$ cat src/rtl/tcam_match_resolver_if.sv
`default_nettype none
// ============================================================================
// Module   : tcam_match_resolver_if
// Brief    : Match-vector input and address-output handshake bundle.
// Revision : 1.0
// ============================================================================
interface tcam_match_resolver_if #(
    parameter int address_size = 4
);
    localparam int N = 1 << address_size;

    logic [N-1:0]            matched;
    logic                    match_valid;
    logic                    match_ready;
    logic [address_size-1:0] address;
    logic                    address_valid;
    logic                    address_ready;
    logic [address_size:0]   count;
    logic                    hit;
    logic                    done;

    // The master side is the TCAM / consumer environment; the resolver is the slave.
    modport master (
        output matched, match_valid, address_ready,
        input  match_ready, address, address_valid, count, hit, done
    );

    modport slave (
        input  matched, match_valid, address_ready,
        output match_ready, address, address_valid, count, hit, done
    );
endinterface
`default_nettype wire

$ cat src/rtl/tcam_match_resolver.sv
`default_nettype none
// ============================================================================
// Module   : tcam_match_resolver
// Brief    : Serialises a TCAM match vector into lowest-index-first addresses.
// Revision : 1.0
// ============================================================================
module tcam_match_resolver #(
    parameter int address_size = 4
) (
    input  wire logic             clock,
    input  wire logic             reset,
    tcam_match_resolver_if.slave  bus
);
    localparam int N = 1 << address_size;

    typedef enum logic [1:0] {
        IDLE   = 2'd0,
        EMIT   = 2'd1,
        FINISH = 2'd2
    } state_t;

    state_t                  r_state;
    state_t                  w_state_next;
    logic [N-1:0]            r_pending;
    logic [N-1:0]            w_pending_rest;
    logic [address_size:0]   r_count;
    logic [address_size:0]   w_popcount;
    logic                    r_hit;
    logic [address_size-1:0] w_low_index;
    logic                    w_accept;
    logic                    w_emit;

    assign w_accept = bus.match_valid & (r_state == IDLE);
    assign w_emit   = (r_state == EMIT) & bus.address_ready;

    // Clearing the lowest set bit leaves exactly the matches still to emit.
    assign w_pending_rest = r_pending & (r_pending - N'(1));

    always_comb begin
        w_popcount = '0;
        for (int i = 0; i < N; i++) begin
            w_popcount = w_popcount + (address_size + 1)'(bus.matched[i]);
        end
    end

    // Scan downward so the lowest set index is the one that sticks.
    always_comb begin
        w_low_index = '0;
        for (int i = N - 1; i >= 0; i--) begin
            if (r_pending[i]) begin
                w_low_index = address_size'(i);
            end
        end
    end

    always_ff @(posedge clock or negedge reset) begin
        if (!reset) begin
            r_state <= IDLE;
        end else begin
            r_state <= w_state_next;
        end
    end

    always_comb begin
        w_state_next = r_state;
        case (r_state)
            IDLE: begin
                if (w_accept) begin
                    w_state_next = (w_popcount != '0) ? EMIT : FINISH;
                end
            end
            EMIT: begin
                if (w_emit && (w_pending_rest == '0)) begin
                    w_state_next = FINISH;
                end
            end
            FINISH:  w_state_next = IDLE;
            default: w_state_next = IDLE;
        endcase
    end

    always_ff @(posedge clock or negedge reset) begin
        if (!reset) begin
            r_pending <= '0;
            r_count   <= '0;
            r_hit     <= 1'b0;
        end else if (w_accept) begin
            r_pending <= bus.matched;
            r_count   <= w_popcount;
            r_hit     <= (w_popcount != '0);
        end else if (w_emit) begin
            r_pending <= w_pending_rest;
        end
    end

    // Gating with reset keeps match_ready low for the whole time reset is held.
    assign bus.match_ready   = reset & (r_state == IDLE);
    assign bus.address_valid = (r_state == EMIT);
    assign bus.address       = (r_state == EMIT) ? w_low_index : '0;
    assign bus.count         = r_count;
    assign bus.hit           = r_hit;
    assign bus.done          = (r_state == FINISH);

endmodule
`default_nettype wire

$ cat src/flat_wrapper.sv
// flat-port wrapper written by rule: the top's interface ports become plain ports
module tcam_match_resolver_flat 
#(
    parameter int address_size = 4
)
  (clock, reset, bus_matched, bus_match_valid, bus_address_ready, bus_match_ready, bus_address, bus_address_valid, bus_count, bus_hit, bus_done);
  tcam_match_resolver_if #(.address_size(address_size)) bus_i ();
  input  wire logic clock;
  input  wire logic reset;
  input wire logic [$bits(bus_i.matched)-1:0] bus_matched;
  input wire logic [$bits(bus_i.match_valid)-1:0] bus_match_valid;
  input wire logic [$bits(bus_i.address_ready)-1:0] bus_address_ready;
  output wire logic [$bits(bus_i.match_ready)-1:0] bus_match_ready;
  output wire logic [$bits(bus_i.address)-1:0] bus_address;
  output wire logic [$bits(bus_i.address_valid)-1:0] bus_address_valid;
  output wire logic [$bits(bus_i.count)-1:0] bus_count;
  output wire logic [$bits(bus_i.hit)-1:0] bus_hit;
  output wire logic [$bits(bus_i.done)-1:0] bus_done;
  assign bus_i.matched = bus_matched;
  assign bus_i.match_valid = bus_match_valid;
  assign bus_i.address_ready = bus_address_ready;
  assign bus_match_ready = bus_i.match_ready;
  assign bus_address = bus_i.address;
  assign bus_address_valid = bus_i.address_valid;
  assign bus_count = bus_i.count;
  assign bus_hit = bus_i.hit;
  assign bus_done = bus_i.done;
  tcam_match_resolver #(.address_size(address_size)) u_core (.clock(clock), .reset(reset), .bus(bus_i));
endmodule
$ cat config.mk
export PLATFORM = sky130hd
export DESIGN_NAME = tcam_match_resolver_flat
export DESIGN_NICKNAME = d
export VERILOG_FILES = /design/src/rtl/tcam_match_resolver_if.sv /design/src/rtl/tcam_match_resolver.sv /design/src/flat_wrapper.sv
export SDC_FILE = /design/constraint.sdc
export NUM_CORES = 1
export LEC_CHECK = 0
export CAP_MARGIN = 25
export CORE_UTILIZATION = 49
export CTS_CLUSTER_DIAMETER = 120
export DETAILED_ROUTE_END_ITERATION = 6
export PLACE_DENSITY = 0.8
export SLEW_MARGIN = 20
export SYNTH_ARGS = -nofsm -noshare
export SYNTH_HDL_FRONTEND = slang
export SYNTH_SLANG_ARGS = --single-unit
export TNS_END_PERCENT = 10
$ cat constraint.sdc
create_clock -name clock -period 3.2 [get_ports clock]
set_input_delay 0.96 -clock clock [delete_from_list [all_inputs] [get_ports clock]]
set_output_delay 0.96 -clock clock [all_outputs]
set_load 0.005 [all_outputs]
==> flow_metrics.tcl <==
set metrics [dict create \
    status "finished with violations" \
    violations "negative setup slack" \
    syn_area_per_cell_um2 8.837 \
    core_area_um2 3442 \
    layout_commonest_cell "clkdlybuf4s50_1" \
    dpl_worst_slack_ns -1.955 \
    worst_hold_slack_ns 0.4824 \
    crit_top_cell "fa_1" \
    synth_seq_area_share_pct 32.99 \
    dieHeight_um 62.96 \
    routed_via_density 5.886 \
    row_count 21 \
    cp.required_ns 3.37 \
    grt_max_degree 25 \
    synth_edf_count 0 \
    max_slew.worst_pin.slew_ns 0.5214 \
    fin_area_um2 2447 \
    combPwrFrac_pct 63.1 \
    final_cell_mix "clkdlybuf4s50_1, dfrtp_1, inv_1" \
    overflow 0 \
    report.power.total_mw 2.339 \
    rsz0062_at_grt "yes" \
    ant_nets 0 \
    place_hpwl_mm 3.482 \
    n_antenna_cell 0 \
    rrSetupSlack_ns 0.88 \
    critical_path.max_fanout 3 \
    hold_path.class "reg2reg" \
    grt_pass1_vias 1710 \
    drive_gt1_share_pct 21.74 \
    p_sw_mw 1.049 \
    cts.sinks 24 \
    layout.nets 289 \
    r2r-end "u_core.r_state[0]$_DFFE_PN0P_" \
    maxCapViolCount 0 \
    rr_startpoint "u_core.r_pending[2]$_DFFE_PN0P_" \
    synth.cell_area_um2 1820 \
    critPathLaunchType "input port" \
    reg2reg_depth 6 \
    path_class "in2reg" \
    ir_drop_mv 0.7423 \
    root_buffer "clkbuf_8" \
    cts_tree "built" \
    syn2layout_area_growth_pct 34.43 \
    io_pins 33 \
    synth-main-ff-cell "dfrtp_1" \
    fmax_mhz 226.9 \
    gp_congestion 0.9473 \
    cts_hold_buf 0 \
    finalSetupViolations 8 \
    switching_share_pct 44.86 \
    leakagePower_nw 1.116 \
    skew_ns 0.003367 \
    num_vias 1760 \
    end_kind "flip-flop" \
    period_share_pct 137.7 \
    track_usage_pct 26.05 \
    synthArstFlopShare_pct 100.0 \
    clkSlewWorstSetupHoldPaths_ns 0.09 \
    htreeDepth 1 \
    drv_slew 0 \
    die_w_um 62.96 \
    clock_latency_ns 0.27 \
    drc_errors 0 \
    min-delay-start "u_core.bus.count[1]$_DFFE_PN0P_" \
    grt_pass1_wl_mm 7.955 \
    critPathMaxStageDelay_ns 0.52 \
    synth_nets 241 \
    first_pass_iters 5 \
    wirelength_mm 4.641 \
    fin_ws_ns -1.207 \
    start_util_pct 52.89 \
    hold_depth 2 \
    synth_cell_types 43 \
    cts_buffer_depth 2 \
    layout_min_cycle_time_ns 4.407 \
    p_int_mw 1.290 \
    netlist_instances 206 \
    antenna_found_initial 0 \
    crit_chain "buf_8 > ha_4 > inv_2 > fa_1 > fa_1 > fa_1 > fa_1 > inv_1 > fa_2 > fa_2 > nand2_2 > nor2_2 > o21ai_2 > o21ai_1 > a21o_1" \
    dpl_cell_area_um2 2313 \
    synth-seq-cells 24 \
    die_area_um2 3963 \
    yosys_warnings 0 \
    slew_headroom_pct 65.24 \
    final_hold_viol_count 0 \
    drtIter0Drc 232 \
    power.density_nw_per_um2 955.8 \
    clkPwrFrac_pct 9.1 \
    cts_buffers 3 \
    whs_endpoint "u_core.bus.count[1]$_DFFE_PN0P_" \
    worstPathArrival_ns 4.58 \
    port-buffer-count 32 \
    wl_per_cell_um 15.52 \
    slowest_stage "fa_1" \
    seqPwrFrac_pct 27.8 \
]
[synthesized netlist by cell type (all sizes together), types with 2 or more instances]
library cell	number	area share, %
a211oi	4	1.6
a21o	2	0.82
a21oi	9	2.5
a22o	10	4.8
and2	2	0.69
buf	4	1.4
clkbuf	7	1.4
dfrtp	24	33
fa	10	11
ha	5	3.4
inv	26	5.4
nand2	18	3.8
nor2	16	3.3
nor2b	3	1.0
nor3	7	1.9
nor4	5	3.2
o21ai	26	7.1
o21bai	2	0.82
or3	2	0.69
or4	5	2.5
xnor2	2	0.96
[routing by layer]
metal | up-vias | global-route usage [%] | wire, um
li1 | 818 | - | -
met1 | 859 | 34.63 | 1939
met2 | 75 | 41.40 | 2329
met3 | 8 | 3.650 | 267
met4 | 0 | 12.79 | 105
met5 | - | 0 | 0
[registers in the layout (all words and copies together) (netlist names)]
signal	cells
u_core.bus.count	5
u_core.bus.hit	1
u_core.r_pending	16
u_core.r_state	2
[through the flow]
stage	cells	utilization, %	TNS (ns)
3_3_place_gp	294	67.21	-13.21
3_5_place_dp	294	67.21	-13.84
4_1_cts	298	69.72	-9.253
5_1_grt	299	71.10	-9.070
2_1_floorplan	206	-	-8.751
6_report	299	71.10	-8.235
[kinds of logic after synthesis]
logic type	after synthesis	share of synthesized area, %
AO/OA/AOI/OAI	67	24.88
XOR/XNOR	2	0.9624
adder cells (fa/ha/maj)	16	14.98
buffers and inverters	37	8.247
flip-flops	24	32.99
AND/OR/NAND/NOR	60	17.94
[repair_timing]
action | in CTS | in global routing
endpoints found under the setup margin | 8 | 11
buffers inserted | 0 | 1
hold endpoints to repair | 0 | 0
resized for setup | 27 | 9
pin swaps | 17 | 7
gates cloned | 0 | 0
[how the worst max path moves through the flow]
stage	endpoint	slack [ns]	startpoint
after global placement	u_core.r_state[1]$_DFFE_PN0P_	-1.86	bus_matched[0]
after detailed placement	u_core.r_state[0]$_DFFE_PN0P_	-1.95	bus_matched[0]
after CTS	u_core.r_state[0]$_DFFE_PN0P_	-1.35	bus_matched[0]
final	u_core.r_state[1]$_DFFE_PN0P_	-1.21	bus_matched[0]
after global routing	u_core.r_state[1]$_DFFE_PN0P_	-1.31	bus_matched[0]
after floorplan	u_core.r_state[1]$_DFFE_PN0P_	-1.34	bus_matched[0]
[cell type report]
| cell class | instances | area (um2) |
|---|---|---|
| clock buffers | 4 | 55.05 |
| fillers | 264 | 994.7 |
| inverters | 26 | 97.59 |
| multi-input cells | 145 | 1151 |
| flip-flops and latches | 24 | 600.6 |
| well taps | 46 | 57.56 |
| repair buffers | 54 | 485.5 |
[power by group through the flow]
stage	combinational [mW]	clock [mW]	sequential, mW
6_report	1.48	0.212	0.650
5_1_grt	1.62	0.228	0.678
4_1_cts	1.40	0.216	0.628
3_5_place_dp	1.35	0	0.635
3_3_place_gp	1.32	0	0.630
2_1_floorplan	0.933	0	0.549
[critical path: cells and delay by family]
| family | cells | cell delay (ns) |
|---|---|---|
| AOI/OAI and AO/OA | 3 | 0.42 |
| adders and majority gates | 7 | 2.90 |
| buffers and inverters | 3 | 0.18 |
| and+or+nand+nor | 2 | 0.12 |
No activity file was read; power rests on OpenSTA's default activity.
